$ cat config.mk
export PLATFORM = sky130hd
export DESIGN_NAME = dpcr_datacall_tx
export DESIGN_NICKNAME = d
export VERILOG_FILES = /design/src/rtl/dpcr_datacall_tx.sv
export SDC_FILE = /design/constraint.sdc
export NUM_CORES = 1
export LEC_CHECK = 0
export CAP_MARGIN = 25
export CORE_ASPECT_RATIO = 1.75
export CORE_MARGIN = 4
export CORE_UTILIZATION = 30
export CTS_CLUSTER_SIZE = 12
export DETAILED_ROUTE_END_ITERATION = 8
export PLACE_DENSITY = 0.6
export SYNTH_ARGS = -nofsm -noshare
export SYNTH_HDL_FRONTEND = slang
export SYNTH_SLANG_ARGS = --single-unit
export TNS_END_PERCENT = 50
$ cat constraint.sdc
create_clock -name clk_clk -period 6.1 [get_ports clk_clk]
set_input_delay 0.61 -clock clk_clk [delete_from_list [all_inputs] [get_ports clk_clk]]
set_output_delay 0.61 -clock clk_clk [all_outputs]
set_load 0.02 [all_outputs]
$ cat src/rtl/dpcr_datacall_tx.sv
// ReCOP-side DPCR datacall transmitter: FIFO of 31-bit payloads presented one at a time to the NOC
// with a toggle handshake on dpcr_out[31]. Define DPCR_TX_TIMEOUT_EN to enable the WAIT_ACK abort timer.
//
// state       | meaning
// RESYNC      | align request toggle to the Nios ack so the link is quiescent
// IDLE        | wait for a queued word and a quiescent link, then issue it
// LOAD        | word stable on dpcr_out for one cycle while the PIO captures it
// WAIT_ACK    | wait for the Nios to echo the request toggle
module dpcr_datacall_tx #(
    parameter int DEPTH       = 4,
    parameter int ACK_BIT     = 9,
    parameter int TIMEOUT_CYC = 1024
) (
    input  logic                     clk_clk,
    input  logic                     reset_reset,
    input  logic                     wr_en,
    input  logic [30:0]              wr_data,
    output logic                     full,
    output logic [$clog2(DEPTH):0]   count,
    output logic [31:0]              dpcr_out,
    input  logic [9:0]               sig_in,
    output logic                     busy,
    output logic                     sent_pulse,
    output logic                     overflow,
    output logic                     timeout_err
);

    localparam int AW = $clog2(DEPTH);
    localparam logic [AW:0] FULL_CNT = (AW+1)'(DEPTH);

    localparam logic [1:0] ST_RESYNC   = 2'd0;
    localparam logic [1:0] ST_IDLE     = 2'd1;
    localparam logic [1:0] ST_LOAD     = 2'd2;
    localparam logic [1:0] ST_WAIT_ACK = 2'd3;

    logic [1:0]    state_q, state_d;
    logic          ack_q, ack_d;
    logic [31:0]   dpcr_q, dpcr_d;
    logic [AW:0]   count_q, count_d;
    logic [AW-1:0] wr_ptr_q, wr_ptr_d;
    logic [AW-1:0] rd_ptr_q, rd_ptr_d;
    logic [30:0]   mem_q [DEPTH];
    logic [30:0]   mem_d [DEPTH];
    logic          sent_q, sent_d;
    logic          ovf_q, ovf_d;

    logic full_c;
    logic push;
    logic pop;
    logic ack_match;
    logic sig_unused;

    assign sig_unused = ^sig_in;

`ifdef DPCR_TX_TIMEOUT_EN
    localparam int TW = $clog2(TIMEOUT_CYC) + 1;
    localparam logic [TW-1:0] TMO_LAST = TW'(TIMEOUT_CYC - 1);

    logic [TW-1:0] tmo_cnt_q, tmo_cnt_d;
    logic          terr_q, terr_d;
`else
    localparam int TMO_UNUSED = TIMEOUT_CYC;
`endif

    // full is taken from the registered count, so a push at full is refused even if a pop happens this cycle
    always_comb begin
        full_c    = (count_q == FULL_CNT);
        push      = wr_en && !full_c;
        ack_match = (ack_q == dpcr_q[31]);
        pop       = (state_q == ST_IDLE) && (count_q != '0) && ack_match;
    end

    always_comb begin
        mem_d    = mem_q;
        wr_ptr_d = wr_ptr_q;
        rd_ptr_d = rd_ptr_q;
        count_d  = count_q;
        if (push) begin
            mem_d[wr_ptr_q] = wr_data;
            wr_ptr_d        = wr_ptr_q + 1'b1;
        end
        if (pop) begin
            rd_ptr_d = rd_ptr_q + 1'b1;
        end
        case ({push, pop})
            2'b10:   count_d = count_q + 1'b1;
            2'b01:   count_d = count_q - 1'b1;
            default: count_d = count_q;
        endcase
    end

    always_comb begin
        ack_d   = sig_in[ACK_BIT];
        state_d = state_q;
        dpcr_d  = dpcr_q;
        sent_d  = 1'b0;
        ovf_d   = ovf_q | (wr_en & full_c);
`ifdef DPCR_TX_TIMEOUT_EN
        tmo_cnt_d = tmo_cnt_q;
        terr_d    = terr_q;
`endif
        case (state_q)
            ST_RESYNC: begin
                // Copy the ack value being registered this edge so toggle == ack_r right afterwards.
                dpcr_d[31] = ack_d;
                state_d    = ST_IDLE;
            end
            ST_IDLE: begin
                if (pop) begin
                    dpcr_d  = {~dpcr_q[31], mem_q[rd_ptr_q]};
                    state_d = ST_LOAD;
                end
            end
            ST_LOAD: begin
                state_d = ST_WAIT_ACK;
`ifdef DPCR_TX_TIMEOUT_EN
                tmo_cnt_d = '0;
`endif
            end
            ST_WAIT_ACK: begin
                if (ack_match) begin
                    sent_d  = 1'b1;
                    state_d = ST_IDLE;
                end
`ifdef DPCR_TX_TIMEOUT_EN
                else if (tmo_cnt_q == TMO_LAST) begin
                    terr_d  = 1'b1;
                    state_d = ST_RESYNC;
                end else begin
                    tmo_cnt_d = tmo_cnt_q + 1'b1;
                end
`endif
            end
            default: state_d = ST_RESYNC;
        endcase
    end

    always_ff @(posedge clk_clk) begin
        if (reset_reset) begin
            state_q  <= ST_RESYNC;
            ack_q    <= 1'b0;
            dpcr_q   <= '0;
            count_q  <= '0;
            wr_ptr_q <= '0;
            rd_ptr_q <= '0;
            sent_q   <= 1'b0;
            ovf_q    <= 1'b0;
        end else begin
            state_q  <= state_d;
            ack_q    <= ack_d;
            dpcr_q   <= dpcr_d;
            count_q  <= count_d;
            wr_ptr_q <= wr_ptr_d;
            rd_ptr_q <= rd_ptr_d;
            sent_q   <= sent_d;
            ovf_q    <= ovf_d;
        end
    end

    // Storage needs no reset: the pointers and count define which entries are valid.
    always_ff @(posedge clk_clk) begin
        mem_q <= mem_d;
    end

`ifdef DPCR_TX_TIMEOUT_EN
    always_ff @(posedge clk_clk) begin
        if (reset_reset) begin
            tmo_cnt_q <= '0;
            terr_q    <= 1'b0;
        end else begin
            tmo_cnt_q <= tmo_cnt_d;
            terr_q    <= terr_d;
        end
    end

    assign timeout_err = terr_q;
`else
    assign timeout_err = 1'b0;
`endif

    assign full       = full_c;
    assign count      = count_q;
    assign dpcr_out   = dpcr_q;
    assign busy       = (state_q == ST_LOAD) || (state_q == ST_WAIT_ACK);
    assign sent_pulse = sent_q;
    assign overflow   = ovf_q;

endmodule

==> flow_summary_export.csv <==
group,metric,value,unit
floorplan,io_pins,84,
power_and_ir_drop,ir_worst_vdd,187,µV
timing,maxSlewViolCount,0,
floorplan,fp.dieW,118,µm
synthesis,synth_top_family_by_area,"multiplexers",
critical_path,cp_cell_sequence,"inv_1, ha_1, nand3_2, inv_2, ha_1, inv_1, fa_1, xor2_1, or3_1, a21oi_1",
critical_path,crit_family,"buffers and inverters",
timing,finalSetupTns,0,ps
power_and_ir_drop,power_leakage,0.00252,µW
critical_path,crit_slowest_cell,"inv_2",
timing,max-slew-margin-rel,0.366,
routing,first_iter_violations,162,
cts,clockBufferDepth,2,
floorplan,die_h,200,µm
timing,finClkSkew,8.49,ps
timing,fin_crit_sh,0.623,
routing,first_pass_iters,4,
cts,cts.sinks,168,
power_and_ir_drop,seqPwrFrac,0.450,
power_and_ir_drop,swShare,0.264,
global_routing,grt_pass1_vias,3607,
cells_and_area,fin_area,7840,µm²
cells_and_area,diodes,0,
outcome,outcome,"finished clean",
routing,vias,3270,
synthesis,synthSimpleGateAreaFrac,0.0605,
cts,clockRootBuffer,"clkbuf_16",
cts,cts-hold-fix-buffers,0,
power_and_ir_drop,p_comb_frac,0.211,
global_routing,overflow,0,
timing,fin_crit,3800,ps
cells_and_area,fillers,1956,
critical_path,startpoint,"state_q[1]$_SDFFE_PP0P_",
power_and_ir_drop,p_sw,840,µW
critical_path,reg2reg_slack,2300,ps
synthesis,avgSynthCellArea,16.7,µm²
cts,cts_made_buffers,17,
synthesis,ys_warn_count,0,
critical_path,r2r-start,"state_q[1]$_SDFFE_PP0P_",
timing,rsz0062_at_grt,"no",
synthesis,synthMuxAreaShare,0.116,
critical_path,cp-end-kind,"flop",
placed_design,place_area,7240,µm²
critical_path,path_depth,10,
timing,fmax,263,MHz
power_and_ir_drop,pwr-share-clk,0.339,
timing,worstMarginPinSlew,951,ps
power_and_ir_drop,power_density,406,nW/µm²
critical_path,startpoint_type,"flop",
global_routing,antenna_found_initial,0,
cts,cts_resized,0,
cts,cts_tree,"yes",
floorplan,fp.coreArea,20800,µm²
placed_design,place.port_buffers,73,
synthesis,ys_types,31,
synthesis,synthXorXnorAreaFrac,0.0108,
cells_and_area,mostFrequentLayoutCells,"edfxtp_1 (124), clkdlybuf4s50_1 (72), nand2_1 (64)",
critical_path,critical_path_class,"reg -> reg",
critical_path,ff2ff_path_depth,10,
cells_and_area,fin_nets,507,
synthesis,synthesis.nets,434,
synthesis,netlist_instances,379,
cts,insertion_delay,420,ps
flow_run,max_cap_violations,0,
cts,clkTransAtPathRegs,60,ps
placed_design,post-place-ws,2200,ps
routing,detail_route.wl_per_cell,17.6,µm
floorplan,dieArea,23600,µm²
critical_path,cp.arrival,4130,ps
cells_and_area,drive_above_1_share,0.143,
placed_design,gp_congestion,0.678,
synthesis,synth-compound-area-share,0.0333,
global_routing,grt_pass1_wl,19.8,mm
critical_path,r2r-end,"count[2]$_SDFFE_PP0P_",
placed_design,dpl.cell_count,685,
power_and_ir_drop,internal_power,2340,µW
routing,drcViolationCount,0,
timing,setup_violations,0,
cells_and_area,final_common_cell,"edfxtp_1",
synthesis,synth_fa_ha_area_frac,0.0229,
critical_path,critPathBufInv,3,
cts,cts_setup_buffers,0,
routing,vias_per_cell,4.57,
global_routing,grt_use_total,0.111,
routing,routed_wirelength,12.6,mm
critical_path,endpoint,"count[2]$_SDFFE_PP0P_",
critical_path,cpPeakStageDelay,890,ps
critical_path,crit_fanout,33,
critical_path,crit_required,6430,ps
floorplan,start_util,0.304,
synthesis,ys_seq_elements,168,
synthesis,syn_area,6350,µm²
timing,setup_ws,2300,ps
cells_and_area,syn_to_final_growth,23.6,%
routing,final_antenna_net_count,0,
floorplan,core.rowCount,70,
global_routing,grt_max_degree,45,
worst_hold_path,min_path_type,"reg -> reg",
synthesis,ys_seq_area_frac,0.726,
timing,hold_viol,0,
cts,cts_max_level,4,
placed_design,dp_hpwl,7.58,mm
cells_and_area,final_cell_count_no_fill,715,
==> power by group through the flow <==
stage / clock network [µW] / logic, µW / registers [µW]
2_1_floorplan: 0 / 427 / 1500
3_3_place_gp: 0 / 674 / 1450
3_5_place_dp: 0 / 688 / 1460
4_1_cts: 1110 / 692 / 1430
5_1_grt: 1150 / 741 / 1450
6_report: 1080 / 671 / 1430
==> final cells by class <==
cell class / count / area [µm²] / area share
sequential: 168 / 4610 / 0.588
multi-input combinational: 182 / 1560 / 0.198
timing repair buffer: 74 / 733 / 0.0935
clock buffer: 23 / 478 / 0.0610
tap: 252 / 315 / 0.0402
clock inverter: 7 / 119 / 0.0152
inverter: 9 / 33.8 / 0.00431
==> worst reg2reg max path, cell delays in order (launching register included) <==
cell	delay, ps
dfxtp_1	350
inv_1	110
ha_1	290
nand3_2	690
inv_2	900
ha_1	310
inv_1	60
fa_1	370
xor2_1	160
or3_1	310
a21oi_1	170
==> layer usage <==
metal  up-vias  GRT usage  wire (µm)  share of wire
met2        55      0.212       7150           0.57
met5         -          0          0              0
met1      1649      0.109       4700           0.37
li1       1552          -          -              -
met4         0     0.0503        237          0.019
met3        14     0.0339        533          0.042
==> worst min-delay path by stage <==
stage,endpoint,startpoint,depth (start not counted)
after detailed placement,dpcr_out[8]$_SDFFE_PP0P_,dpcr_out[8]$_SDFFE_PP0P_,2
after global placement,dpcr_out[13]$_SDFFE_PP0P_,dpcr_out[13]$_SDFFE_PP0P_,2
after CTS,dpcr_out[8]$_SDFFE_PP0P_,dpcr_out[8]$_SDFFE_PP0P_,2
after floorplan,state_q[1]$_SDFFE_PP0P_,state_q[1]$_SDFFE_PP0P_,2
after global routing,dpcr_out[8]$_SDFFE_PP0P_,dpcr_out[8]$_SDFFE_PP0P_,2
final,dpcr_out[8]$_SDFFE_PP0P_,dpcr_out[8]$_SDFFE_PP0P_,2
==> state kept, by name, indices dropped and copies added (netlist names) <==
register    count
ack_q           1
mem_q         124
sent_pulse      1
dpcr_out       32
state_q         2
overflow        1
rd_ptr_q        2
count           3
wr_ptr_q        2
==> per-stage QoR <==
step,power [µW],hold WS [ps],utilization
4_1_cts,3230,458,0.376
5_1_grt,3340,480,0.376
2_1_floorplan,1920,514,-
6_report,3180,454,0.376
3_5_place_dp,2150,450,0.348
3_3_place_gp,2120,444,0.348
==> logic make-up (layout without fill, tap and decap cells) <==
group / count (synthesis) / after routing
AO/OA/AOI/OAI: 40 / 40
XOR/XNOR: 7 / 7
multiplexers: 33 / 33
flip-flops: 168 / 168
other: 1 / 1
adder cells (fa/ha/maj): 11 / 11
buffers and inverters: 29 / 113
AND/OR/NAND/NOR: 90 / 90
==> Yosys cell counts (all sizes together) <==
cell,number,area share
inv,9,0.0053
nand3,1,0.0016
dfxtp,44,0.14
or3,2,0.0028
mux4,31,0.11
clkbuf,6,0.0035
xor2,3,0.0041
nor2b,3,0.0030
a211oi,3,0.0035
ha,10,0.020
and2,4,0.0039
a21oi,34,0.027
edfxtp,124,0.59
nand2,64,0.038
buf,14,0.021
o21ai,2,0.0016
nor2,11,0.0065
or2,1,0.00099
nor3b,2,0.0024
mux2i,2,0.0032
nor3,2,0.0016
a2bb2oi,1,0.0014
fa,1,0.0032
xnor2,4,0.0067
conb,1,0.00059
Note: power is estimated with default switching activity, not from simulation.
